**src/rtl/dsp_dot_seq_if.sv**
```systemverilog
// Bundle of the dot-product sequencer's operand, slice and result signals.
// Latency: none (wires only).
// Backpressure: carried by in_valid/in_ready and out_valid/out_ready.
interface dsp_dot_seq_if #(
   parameter int LEN_W = 16
);
   // operand stream
   logic             in_valid;
   logic             in_ready;
   logic [17:0]      in_a;
   logic [17:0]      in_b;
   logic             in_last;
   // DSP48A1 slice ports
   logic [17:0]      dsp_A;
   logic [17:0]      dsp_B;
   logic [7:0]       dsp_OPMODE;
   logic [47:0]      dsp_P;
   logic             dsp_CARRYOUT;
   // result
   logic             out_valid;
   logic             out_ready;
   logic [47:0]      out_data;
   logic [LEN_W-1:0] out_len;
`ifdef DOT_OVF_EN
   logic             out_ovf;
`endif

   // environment side: feeds operands, models the slice, consumes results
   modport master (
      output in_valid, in_a, in_b, in_last, dsp_P, dsp_CARRYOUT, out_ready,
`ifdef DOT_OVF_EN
      input  out_ovf,
`endif
      input  in_ready, dsp_A, dsp_B, dsp_OPMODE, out_valid, out_data, out_len
   );

   // sequencer side
   modport slave (
      input  in_valid, in_a, in_b, in_last, dsp_P, dsp_CARRYOUT, out_ready,
`ifdef DOT_OVF_EN
      output out_ovf,
`endif
      output in_ready, dsp_A, dsp_B, dsp_OPMODE, out_valid, out_data, out_len
   );
endinterface

```
**src/rtl/dsp_dot_seq.sv**
```systemverilog
// Sequencer/collector for one DSP48A1 unsigned MAC; optional wrap flag out_ovf under macro DOT_OVF_EN.
// Latency: result valid DSP_LAT+1 edges after the last pair is accepted (slice PREG, then capture register).
// Backpressure: in_ready drops from the last pair until the result handshakes; result held while out_ready low.
module dsp_dot_seq #(
   parameter int DSP_LAT  = 3,
   parameter int OPM_SKEW = 1,
   parameter int LEN_W    = 16
) (
   input logic          CLK,
   input logic          RST,
   dsp_dot_seq_if.slave bus
);

   localparam int CNT_W = $clog2(DSP_LAT + 1);
   localparam logic [CNT_W-1:0] DRAIN_INIT = CNT_W'(DSP_LAT);

   // OPMODE encodings: X in [1:0], Z in [3:2]
   localparam logic [7:0] OPM_IDLE  = 8'h00;   // X=0, Z=0
   localparam logic [7:0] OPM_FIRST = 8'h01;   // X=M, Z=0: restart the sum
   localparam logic [7:0] OPM_NEXT  = 8'h09;   // X=M, Z=P: accumulate
   localparam logic [7:0] OPM_HOLD  = 8'h08;   // X=0, Z=P: keep P

   typedef enum logic [1:0] {IDLE, ACCUM, DRAIN, DONE} state_t;

   state_t           state;
   logic             in_ready_r;
   logic             out_valid_r;
   logic [47:0]      out_data_r;
   logic [LEN_W-1:0] out_len_r;
   logic [17:0]      a_r;
   logic [17:0]      b_r;
   logic [CNT_W-1:0] drain_cnt;
   logic [LEN_W-1:0] len_cnt;
   logic             accept;
   logic             capture;
   logic [7:0]       opm_slot;
   logic [7:0]       opm_sr [0:OPM_SKEW];

   assign accept  = bus.in_valid & in_ready_r;
   assign capture = (state == DRAIN) && (drain_cnt == '0);

   assign bus.in_ready   = in_ready_r;
   assign bus.dsp_A      = a_r;
   assign bus.dsp_B      = b_r;
   assign bus.dsp_OPMODE = opm_sr[OPM_SKEW];
   assign bus.out_valid  = out_valid_r;
   assign bus.out_data   = out_data_r;
   assign bus.out_len    = out_len_r;

   // Opmode for the slot being issued this cycle; stale A/B in bubbles is masked by X=0.
   always_comb begin
      opm_slot = OPM_IDLE;
      if (accept)
         opm_slot = (state == IDLE) ? OPM_FIRST : OPM_NEXT;
      else if (state == ACCUM || state == DRAIN)
         opm_slot = OPM_HOLD;
   end

   // Delay opmode behind its A/B pair so it meets the slice's OPMODE register at the post-adder stage.
   always_ff @(posedge CLK or posedge RST) begin
      if (RST) begin
         for (int i = 0; i <= OPM_SKEW; i++)
            opm_sr[i] <= OPM_IDLE;
      end else begin
         opm_sr[0] <= opm_slot;
         for (int i = 1; i <= OPM_SKEW; i++)
            opm_sr[i] <= opm_sr[i-1];
      end
   end

   // Control FSM with registered handshake outputs, operand issue, length count and result capture.
   always_ff @(posedge CLK or posedge RST) begin
      if (RST) begin
         state       <= IDLE;
         in_ready_r  <= 1'b0;
         out_valid_r <= 1'b0;
         out_data_r  <= '0;
         out_len_r   <= '0;
         a_r         <= '0;
         b_r         <= '0;
         drain_cnt   <= '0;
         len_cnt     <= '0;
      end else begin
         if (accept) begin
            a_r <= bus.in_a;
            b_r <= bus.in_b;
         end
         case (state)
            IDLE: begin
               in_ready_r <= 1'b1;
               if (accept) begin
                  len_cnt   <= LEN_W'(1);
                  out_len_r <= '0;
                  if (bus.in_last) begin
                     state      <= DRAIN;
                     in_ready_r <= 1'b0;
                     drain_cnt  <= DRAIN_INIT;
                  end else begin
                     state <= ACCUM;
                  end
               end
            end
            ACCUM: begin
               if (accept) begin
                  if (len_cnt != '1)
                     len_cnt <= len_cnt + 1'b1;
                  if (bus.in_last) begin
                     state      <= DRAIN;
                     in_ready_r <= 1'b0;
                     drain_cnt  <= DRAIN_INIT;
                  end
               end
            end
            DRAIN: begin
               if (capture) begin
                  state       <= DONE;
                  out_valid_r <= 1'b1;
                  out_data_r  <= bus.dsp_P;
                  out_len_r   <= len_cnt;
               end else begin
                  drain_cnt <= drain_cnt - 1'b1;
               end
            end
            DONE: begin
               if (bus.out_ready) begin
                  state       <= IDLE;
                  out_valid_r <= 1'b0;
                  in_ready_r  <= 1'b1;
               end
            end
            default: state <= IDLE;
         endcase
      end
   end

`ifdef DOT_OVF_EN
   logic [DSP_LAT:0] vec_sr;
   logic             ovf_acc;
   logic             out_ovf_r;

   assign bus.out_ovf = out_ovf_r;

   // Track which P cycles carry this vector's sums and collect their carry-outs stickily.
   always_ff @(posedge CLK or posedge RST) begin
      if (RST) begin
         vec_sr    <= '0;
         ovf_acc   <= 1'b0;
         out_ovf_r <= 1'b0;
      end else begin
         vec_sr <= {vec_sr[DSP_LAT-1:0], accept};
         if (accept && state == IDLE) begin
            ovf_acc   <= 1'b0;
            out_ovf_r <= 1'b0;
         end else if (vec_sr[DSP_LAT] && bus.dsp_CARRYOUT) begin
            ovf_acc <= 1'b1;
         end
         if (capture)
            out_ovf_r <= ovf_acc | (vec_sr[DSP_LAT] & bus.dsp_CARRYOUT);
      end
   end
`else
   logic unused_carry;
   assign unused_carry = bus.dsp_CARRYOUT;
`endif

endmodule

```
**src/flat_wrapper.sv**
```systemverilog
// flat-port wrapper written by rule: the top's interface ports become plain ports
module dsp_dot_seq_flat 
#(
   parameter int DSP_LAT  = 3,
   parameter int OPM_SKEW = 1,
   parameter int LEN_W    = 16
)
  (CLK, RST, bus_in_valid, bus_in_a, bus_in_b, bus_in_last, bus_dsp_P, bus_dsp_CARRYOUT, bus_out_ready, bus_in_ready, bus_dsp_A, bus_dsp_B, bus_dsp_OPMODE, bus_out_valid, bus_out_data, bus_out_len);
  dsp_dot_seq_if #(.LEN_W(LEN_W)) bus_i ();
  input logic CLK;
  input logic RST;
  input wire logic [$bits(bus_i.in_valid)-1:0] bus_in_valid;
  input wire logic [$bits(bus_i.in_a)-1:0] bus_in_a;
  input wire logic [$bits(bus_i.in_b)-1:0] bus_in_b;
  input wire logic [$bits(bus_i.in_last)-1:0] bus_in_last;
  input wire logic [$bits(bus_i.dsp_P)-1:0] bus_dsp_P;
  input wire logic [$bits(bus_i.dsp_CARRYOUT)-1:0] bus_dsp_CARRYOUT;
  input wire logic [$bits(bus_i.out_ready)-1:0] bus_out_ready;
  output wire logic [$bits(bus_i.in_ready)-1:0] bus_in_ready;
  output wire logic [$bits(bus_i.dsp_A)-1:0] bus_dsp_A;
  output wire logic [$bits(bus_i.dsp_B)-1:0] bus_dsp_B;
  output wire logic [$bits(bus_i.dsp_OPMODE)-1:0] bus_dsp_OPMODE;
  output wire logic [$bits(bus_i.out_valid)-1:0] bus_out_valid;
  output wire logic [$bits(bus_i.out_data)-1:0] bus_out_data;
  output wire logic [$bits(bus_i.out_len)-1:0] bus_out_len;
  assign bus_i.in_valid = bus_in_valid;
  assign bus_i.in_a = bus_in_a;
  assign bus_i.in_b = bus_in_b;
  assign bus_i.in_last = bus_in_last;
  assign bus_i.dsp_P = bus_dsp_P;
  assign bus_i.dsp_CARRYOUT = bus_dsp_CARRYOUT;
  assign bus_i.out_ready = bus_out_ready;
  assign bus_in_ready = bus_i.in_ready;
  assign bus_dsp_A = bus_i.dsp_A;
  assign bus_dsp_B = bus_i.dsp_B;
  assign bus_dsp_OPMODE = bus_i.dsp_OPMODE;
  assign bus_out_valid = bus_i.out_valid;
  assign bus_out_data = bus_i.out_data;
  assign bus_out_len = bus_i.out_len;
  dsp_dot_seq #(.DSP_LAT(DSP_LAT), .OPM_SKEW(OPM_SKEW), .LEN_W(LEN_W)) u_core (.CLK(CLK), .RST(RST), .bus(bus_i));
endmodule
```
**config.mk**
```make
export PLATFORM = sky130hd
export DESIGN_NAME = dsp_dot_seq_flat
export DESIGN_NICKNAME = d
export VERILOG_FILES = /design/src/rtl/dsp_dot_seq_if.sv /design/src/rtl/dsp_dot_seq.sv /design/src/flat_wrapper.sv
export SDC_FILE = /design/constraint.sdc
export NUM_CORES = 1
export LEC_CHECK = 0
export CORE_MARGIN = 2
export CORE_UTILIZATION = 40
export DETAILED_ROUTE_END_ITERATION = 12
export GPL_TIMING_DRIVEN = 0
export PLACE_DENSITY = 0.76
export SLEW_MARGIN = 20
export SYNTH_ARGS = -nofsm -noshare
export SYNTH_HDL_FRONTEND = slang
export SYNTH_SLANG_ARGS = --single-unit
```
**constraint.sdc**
```tcl
create_clock -name CLK -period 4 [get_ports CLK]
set_input_delay 0.6 -clock CLK [delete_from_list [all_inputs] [get_ports CLK]]
set_output_delay 0.6 -clock CLK [all_outputs]
set_load 0.02 [all_outputs]
```
==> results of run 1 <==
-- metal layers --
metal,wire length (um),global-route usage
met1,5600,0.2374
met2,6968,0.3313
met3,1179,0.07311
met4,198,0.07413
met5,0,0
-- metrics by stage --
| stage | total power [uW] | hold WS [ps] | setup WS, ps |
|---|---|---|---|
| 2_1_floorplan | 3382 | 331.2 | 44.06 |
| 3_3_place_gp | 4524 | 336.1 | -1634 |
| 3_5_place_dp | 4612 | 344.2 | 1325 |
| 4_1_cts | 6086 | 355.7 | 1370 |
| 5_1_grt | 6379 | 358.3 | 1148 |
| 6_report | 6029 | 349.7 | 1433 |
-- worst max path at each step --
stage | from | endpoint | slack [ps] | cells after the start
5_1_grt | u_core.state[0]$_DFFE_PP0P_ | u_core.bus.out_data[3]$_DFFE_PP0P_ | 1150 | 7
3_3_place_gp | RST | u_core.bus.out_len[5]$_DFFE_PP0P_ | -1630 | 2
4_1_cts | u_core.state[0]$_DFFE_PP0P_ | u_core.bus.out_data[7]$_DFFE_PP0P_ | 1370 | 7
3_5_place_dp | bus_in_valid | u_core.len_cnt[13]$_DFFE_PP0P_ | 1320 | 7
2_1_floorplan | RST | u_core.bus.dsp_A[0]$_DFFE_PP0P_ | 40 | 1
6_report | u_core.state[0]$_DFFE_PP0P_ | u_core.bus.out_data[7]$_DFFE_PP0P_ | 1430 | 7
-- sequential cells by signal (all words and copies together) (netlist names) --
register	flops
u_core.bus.out_data	48
u_core.bus.in_ready	1
u_core.bus.out_len	16
u_core.bus.dsp_OPMODE	2
u_core.len_cnt	16
u_core.bus.out_valid	1
u_core.drain_cnt	2
u_core.bus.dsp_A	18
u_core.bus.dsp_B	18
u_core.opm_sr	2
u_core.state	2
-- logic make-up after synthesis --
| group | synth area share |
|---|---|
| flops | 0.5831 |
| fa+ha+maj | 0.01851 |
| mux | 0.1138 |
| buf+inv | 0.05044 |
| other cells | 0.0006935 |
| simple gates | 0.1469 |
| compound gates | 0.08654 |
-- cells in the final DEF, fill, tap and decap left out, types with 2 or more instances in the layout --
cell type and n:
inv_1 25, o31ai_1 17, nor3_1 5, o21ai_0 15, mux2i_1 3, nand4_1 3, dfrtp_1 126, nand3_1 22
nand2_1 124, clkinv_2 5, o31a_1 5, o22ai_1 3, a22o_1 2, clkbuf_16 17, o21ai_1 9, o41ai_1 3
clkdlybuf4s50_1 192, and4_1 4, a21oi_1 4, and2_1 2, clkbuf_1 23, or4_1 3, a211oi_1 2, mux2_1 19
buf_4 8, a41o_1 2, clkbuf_8 5, buf_2 2, ha_1 8, nor2_1 8, mux2_2 33, conb_1 6
-- where the power goes --
group          leakage, uW  total [uW]  internal [uW]  switching [uW]
clock network     0.000279        1440            919             524
logic              0.00176        2600           1210            1390
registers          0.00156        1990           1730             259
-- cell type report --
type / count / area [um^2] / area share
plain buffers: 35 / 171.4 / 0.02101
clock buffers: 22 / 494.2 / 0.06058
clock inverters: 7 / 62.56 / 0.007669
inverters: 27 / 106.4 / 0.01304
multi-input cells: 316 / 2001 / 0.2452
flip-flops and latches: 126 / 3153 / 0.3865
well taps: 176 / 220.2 / 0.02699
repair buffers: 193 / 1949 / 0.2390
==> results.yml, run 1 <==
floorplanning:
  fp.dieH_um: 120.3
  initial_core_util: 0.4084
  row_count: 42
  dieArea_um2: 14460
  die_w_um: 120.3
  pin_count: 200
  core_area_um2: 13240
finish:
  drive_above_1_share: 0.1116
  area_delta_synth_final_pct: 50.86
  antenna_cells: 0
  fill_cells: 1084
  design_area_um2: 8158
  nets: 814
  instances_no_fill: 902
  final_util: 0.6160
yosys:
  syn_inst: 499
  yosysSeqAreaShare: 0.5831
  synth_most_common_cell: "dfrtp_1"
  synth_edf_count: 0
  synth_flop_cell: "dfrtp_1"
  avgSynthCellArea_um2: 10.84
  synth_seq_cells: 126
  yosys.area.top_type: "dfrtp_1"
  synth_top_area_frac: 0.5831
  yosysWarnings: 0
  synth_cell_types: 45
  async_flop_share: 1.000
  syn-cell-area_um2: 5408
  synth_area_leaders: "dfrtp_1 58%, nand2_1 8.6%, mux2_2 6.9%"
  ys_top_cells_by_count: "126 x dfrtp_1, 124 x nand2_1, 33 x mux2_2, 26 x inv_1, 23 x clkbuf_1"
timing:
  rsz0062_at_grt: "false"
  fin_worst_skew_ps: 5.956
  fmax_mhz: 389.5
  final_max_slew_viol_count: 0
  min_period_ps: 2567
  min_period_over_period: 0.6419
  max_slew.worst_pin.slew_ps: 628.5
  hold_violations: 0
  relSlewSlack: 0.5794
  setup_viol: 0
  tns_ps: 0
critical_path:
  r2r_end: "u_core.bus.out_data[7]$_DFFE_PP0P_"
  path_max_fanout: 10
  crit_chain: "inv_1 -> ha_1 -> clkbuf_1 -> nand2_1 -> clkbuf_1 -> clkbuf_1 -> mux2_2"
  cp_top_family: "buffers and inverters"
  worstSetupPathType: "flop to flop"
  cp_data_arrival_time_ps: 2860
  path_common_cell: "clkbuf_1"
  cpPeakStageDelay_ps: 490
  end_kind: "flop"
  critPathRequiredTime_ps: 4290
  cp-start-kind: "flop"
  r2r_slack_ps: 1430
  worstReg2RegStart: "u_core.state[0]$_DFFE_PP0P_"
  ff2ff_path_depth: 7
  path_buf_inv: 4
  crit_path_top_delay_cell: "clkbuf_1"
clocking:
  cts_max_level: 4
  ctsHoldBuffers: 0
  cts_buffers: 17
  cts.clk_slew.worst_paths_ps: 50
  clk_latency_ps: 410
  cts-resized-gates: 0
  cts_setup_buffers: 0
  cts_max_path_buffers: 2
  cts_root_buffer: "clkbuf_16"
  cts_tree: "yes"
  cts.sinks: 126
drt:
  first_iter_violations: 217
  vias: 4487
  first_pass_iters: 4
  drc: 0
  via_per_inst: 4.975
  totalWireLength_um: 13950
  wire_per_inst_um: 15.46
  drtAntennaViolNets: 0
placement:
  dpl.hpwl_um: 10040
  gp_congestion: 0.8158
  placed_cell_area_um2: 7601
  io_buffers: 192
  dp_cells: 873
worst_hold_path:
  holdPathStages: 0
  hold_path.class: "flop to flop"
  hp-start: "u_core.opm_sr[11]$_DFF_PP0_"
  whs_endpoint: "u_core.bus.dsp_OPMODE[3]$_DFF_PP0_"
global_route:
  grt_pass1_wl_um: 22800
  grtUsageTotal: 0.1994
  grt_pass1_vias: 4668
  grt-ovfl-total: 0
  grt_max_degree: 78
  antenna_found_initial: 0
power_and_ir_drop:
  p_leak_uw: 0.003591
  vdd_ir_drop_max_uv: 360.3
  powerDensity_nw_per_um2: 739.1
job:
  drv_cap: 0
run_status:
  outcome: "complete, no violations"
Power figures use the tool's default switching activity.
==> run 2, diff against run 1 <==
==> constraint.sdc (replaced) <==
create_clock -name CLK -period 2.1 [get_ports CLK]
set_input_delay 0.315 -clock CLK [delete_from_list [all_inputs] [get_ports CLK]]
set_output_delay 0.315 -clock CLK [all_outputs]
set_load 0.02 [all_outputs]
==> results.yml, run 2 (synthesis results as in run 1) <==
run_status:
  outcome: "complete, no violations"
timing:
  hold_violations: 0
  relSlewSlack: 0.6405
  final_max_slew_viol_count: 0
  min_period_ps: 2041
  rsz0062_at_grt: "false"
  fin_ws_ps: 59.32
  whs_ps: 308.4
  setup_viol: 0
  fin_worst_skew_ps: 10.08
  tns_ps: 0
  min_period_over_period: 0.9718
  fmax_mhz: 490.0
  max_slew.worst_pin.slew_ps: 539.2
critical_path:
  end_kind: "flop"
  cp_data_arrival_time_ps: 2350
  crit_path_top_delay_cell: "or4_1"
  path_buf_inv: 0
  crit_chain: "ha_4 -> and4_4 -> a41o_4 -> or4_1 -> o311ai_1"
  cpPeakStageDelay_ps: 510
  path_max_fanout: 10
  worstSetupPathType: "flop to flop"
  cp-start-kind: "flop"
  cp_top_family: "simple AND/OR/NAND/NOR gates"
  critPathRequiredTime_ps: 2410
clocking:
  cts_buffers: 17
  cts_max_level: 4
  cts.sinks: 126
  ctsHoldBuffers: 0
  cts.clk_slew.worst_paths_ps: 50
  cts_tree: "yes"
  clk_latency_ps: 410
  cts_max_path_buffers: 2
  cts_root_buffer: "clkbuf_16"
floorplanning:
  die_w_um: 120.3
  initial_core_util: 0.4084
  fp.dieH_um: 120.3
  core_area_um2: 13240
  dieArea_um2: 14460
  row_count: 42
  pin_count: 200
drt:
  drc: 0
  drtAntennaViolNets: 0
  via_per_inst: 5.029
  wire_per_inst_um: 15.52
  totalWireLength_um: 14070
  first_iter_violations: 245
  first_pass_iters: 4
  vias: 4561
placement:
  io_buffers: 192
  dp_cells: 876
  gp_congestion: 0.8520
  place_ws_ps: -346.0
  dpl.hpwl_um: 10240
finish:
  drive_above_1_share: 0.1601
  instances_no_fill: 907
  largest_register_ff_count: 48
  final_cell_mix: "192 x clkdlybuf4s50_1, 123 x nand2_1, 119 x dfrtp_1, 33 x mux2_2, 23 x inv_1"
  area_delta_synth_final_pct: 54.30
  antenna_cells: 0
  layout_commonest_cell: "clkdlybuf4s50_1"
  nets: 818
global_route:
  grt_pass1_vias: 4630
  grt-ovfl-total: 0
  antenna_found_initial: 0
  grt_pass1_wl_um: 22510
  grt_max_degree: 33
  grtUsageTotal: 0.1975
worst_hold_path:
  hold_path.class: "input pin to async pin"
power_and_ir_drop:
  powerDensity_nw_per_um2: 1397
  vdd_ir_drop_max_uv: 659.6
  p_leak_uw: 0.003636
job:
  drv_cap: 0
run 2: cell types whose count changed in the layout (fill, tap and decap cells not counted), moves of 4 or more:
cell      delta
dfrtp_1      -7
dfrtp_2      +7
ha_1         -4
buf_4        +6
clkbuf_2     +5
clkbuf_1     -6
run 2: repair_timing:
item                       CTS  global route
pin swaps                    0             3
gates resized for setup     17            29
setup buffers                3             2
cloned                       0             0
setup endpoints to repair   59            40
run 2: path summary, 6_finish.rpt:
path                       cells after the start                     startpoint  slack (ps)                                  end
max                                            5  u_core.len_cnt[1]$_DFFE_PP0P_          60       u_core.len_cnt[15]$_DFFE_PP0P_
max reg2reg                                    5  u_core.len_cnt[1]$_DFFE_PP0P_          60       u_core.len_cnt[15]$_DFFE_PP0P_
min in group CLK                               0    u_core.opm_sr[11]$_DFF_PP0_         350   u_core.bus.dsp_OPMODE[3]$_DFF_PP0_
min reg2reg                                    0    u_core.opm_sr[11]$_DFF_PP0_         350   u_core.bus.dsp_OPMODE[3]$_DFF_PP0_
max in group asynchronous                      4                            RST        1120   u_core.bus.dsp_OPMODE[0]$_DFF_PP0_
min                                            2                            RST         310  u_core.bus.out_data[45]$_DFFE_PP0P_
run 2: stage by stage:
step / instance area (um^2) / power [uW] / util
final: 8344 / 11650 / 0.6301
after global routing: 8344 / 12320 / 0.6301
after CTS: 8254 / 11600 / 0.6233
after detailed placement: 7664 / 8799 / 0.5787
after global placement: 7576 / 8605 / 0.5721
after floorplan: 5434 / 6445 / -
run 2: final cells by class:
cell class              count  area, um^2
flip-flops and latches    126        3162
plain buffers              31       172.7
fillers                  1088        4898
clock buffers              23       467.9
inverters                  27       107.6
repair buffers            201        2047
clock inverters             7       65.06
multi-input cells         316        2102
well taps                 176       220.2
run 2: routing by layer:
metal,share of wire,global-route usage
met3,0.085,0.08113
met1,0.38,0.2284
met4,0.021,0.07703
met5,0,0
met2,0.51,0.3278
run 2: report_power, final:
group          switching [uW]  internal, uW  total, uW
Clock                     987          1660       2650
Sequential                473          3300       3770
Combinational            2750          2490       5240
Total                    4210          7440      11700
==> run 3, diff against run 2 <==
--- a/config.mk
+++ b/config.mk
@@ -5,6 +5,7 @@
 export SDC_FILE = /design/constraint.sdc
 export NUM_CORES = 1
 export LEC_CHECK = 0
+export ABC_CLOCK_PERIOD_IN_PS = 2100
 export CORE_MARGIN = 2
 export CORE_UTILIZATION = 40
 export DETAILED_ROUTE_END_ITERATION = 12
==> results of run 3 <==
Final layout, timing and power as in run 2 (identical DEF).
==> edit: new RTL, config.mk and constraints of run 1 <==
`LEN_W` is set to 16 in 3 places; all go to 32.
--- a/src/rtl/dsp_dot_seq_if.sv
+++ b/src/rtl/dsp_dot_seq_if.sv
@@ -4,3 +4,3 @@
 interface dsp_dot_seq_if #(
-   parameter int LEN_W = 16
+   parameter int LEN_W = 32
 );
--- a/src/rtl/dsp_dot_seq.sv
+++ b/src/rtl/dsp_dot_seq.sv
@@ -6,3 +6,3 @@
    parameter int OPM_SKEW = 1,
-   parameter int LEN_W    = 16
+   parameter int LEN_W    = 32
 ) (
--- a/src/flat_wrapper.sv
+++ b/src/flat_wrapper.sv
@@ -5,3 +5,3 @@
    parameter int OPM_SKEW = 1,
-   parameter int LEN_W    = 16
+   parameter int LEN_W    = 32
 )
Ports: changed (resized bus_out_len); port bits go from 200 to 216. The function was not compared with the original's and may differ.
==> edit against run 1 <==
- synthesized cell count grew 19%
- power rose by 21%
- wire length grew 33%
- cell area increased by 22%
- sequential cell count grew 32
- setup slack got worse by 430 ps
- critical path depth grew 1
- worst hold slack gained 12 ps
- clock power increased by 18%
- synthesized area grew 27%
- cell count increased by 18%
- critical endpoint is now u_core.len_cnt[23]
==> edit: results (changes against run 1) <==
| Metric | Value |
|---|---|
| Number of iterations in the first detailed-routing pass | 5 (was 4) |
| DR iter-0 viols | 400 (was 217) |
| # port buffers | 208 (was 192) |
| Dpl cell area | 0.00935 mm² (was 0.00760 mm²) |
| Post-synthesis sequential area ratio | 57.6% (was 58.3%) |
| Root buf cell | clkbuf_16 (unchanged) |
| Largest net degree at the start of global routing | 35 (was 78) |
| Aggregate global-route resource usage | 20.7% (was 19.9%) |
| Worst Max-Slew Pin Slew | 872 ps (was 629 ps) |
| CP delay by family, top | buffers and inverters (unchanged) |
| Final count of pins violating max slew | 0 (unchanged) |
| CP startpoint | u_core.state[1] (was u_core.state[0]) |
| H-tree lvl count | 4 (unchanged) |
| Logic power comb | 3.14 mW (was 2.60 mW) |
| Via/cell ratio | 5.15 (was 4.97) |
| Critical R2R Capture | u_core.len_cnt[23] (was u_core.bus.out_data[7]) |
| Cell count after placement | 1033 (was 873) |
| Sequential Power Share | 33.9% (was 32.9%) |
| Worst-case vdd ir drop | 0.486 mV (was 0.360 mV) |
| Die area | 0.0182 mm² (was 0.0145 mm²) |
| Post-Synthesis Cells | 595 (was 499) |
| Multiplexer area fraction after synthesis | 14.8% (was 11.4%) |
| Post-Synth Adder-Cell Area | 1.28% (was 1.85%) |
| Nets | 929 (was 814) |
| Fmax achieved | 333 MHz (was 389 MHz) |
| Synth Area in Compound Gates | 10.7% (was 8.65%) |
| HPWL after DPL | 13.5 mm (was 10.0 mm) |
| Synth top cells by count | dfrtp_1, nand2_1, mux2_2 (unchanged) |
| Sw Share | 36.5% (was 36.0%) |
| Type of the worst min-delay path | reg2reg (unchanged) |
| WL/cell | 17.4 µm (was 15.5 µm) |
| Ys async rst share | 100% (unchanged) |
| Worst-case reg-to-reg path depth | 8 (was 7) |
| Skew-Pair Late Insertion Delay | 430 ps (was 410 ps) |
| Slowest stage delay, CP | 480 ps |
| First-pass GRT wire length | 29.2 mm (was 22.8 mm) |
| Hold path start | u_core.opm_sr[11] (unchanged) |
| Leakage Power | 4.12 nW (was 3.59 nW) |
| CTS clock-pin slew for the worst setup and hold paths | 70 ps (was 50 ps) |
| Reg2reg setup slack | 1000 ps (was 1430 ps) |
| Synth cell types | 52 (was 45) |
| GPL Wtd Cong | 0.933 (was 0.816) |
| # fillers | 1388 (was 1084) |
| Status | completed (unchanged) |
| Top post-synthesis cells by area | dfrtp_1, mux2_2, nand2_1 (was dfrtp_1, nand2_1, mux2_2) |
| Worst path slowest cell | clkbuf_1 (unchanged) |
| Hold Path Depth | 0 (unchanged) |
| NetSw | 2.67 mW (was 2.17 mW) |
| CP Capture Type | flip-flop (unchanged) |
| Share of cells above drive strength 1 | 17.4% (was 11.2%) |
| Synth Warn # | 0 (unchanged) |
| Clk_skew | 13.2 ps (was 5.96 ps) |
| Worst slack, placed | 963 ps (was 1320 ps) |
| Hold_ws | 361 ps (was 350 ps) |
| Via count | 5489 (was 4487) |
| WP data arrival | 3350 ps (was 2860 ps) |
| Synth Area in XOR/XNOR | 0% (unchanged) |
| Max FFs per register | 48 (unchanged) |
-- edit: cell types whose count changed in the layout (fill, tap and decap cells not counted), sizes merged, moves of 10 or more --
cell           before  now
inv                27   17
dfrtp             126  158
clkdlybuf4s50     192  208
a31oi               1   18
o21ai              24   48
nand2             124   90
mux2               52   85
buf                13   23
-- edit: metal layers --
| metal | vias up | GRT usage, % | part of all wire [%] |
|---|---|---|---|
| li1 | 2602 | - | - |
| met2 | 174 | 33.5 | 50 |
| met4 | 0 | 6.94 | 1.2 |
| met3 | 18 | 5.52 | 6.5 |
| met5 | - | 0 | 0 |
| met1 | 2695 | 27.1 | 42 |
-- edit: layout make-up --
class,count,area [µm²],share of cell area [%]
well taps,220,275,2.76
flip-flops and latches,158,3950,39.7
plain buffers,43,228,2.28
multi-input cells,385,2650,26.5
repair buffers,213,2190,22.0
clock inverters,14,179,1.80
clock buffers,18,439,4.41
inverters,14,56.3,0.565
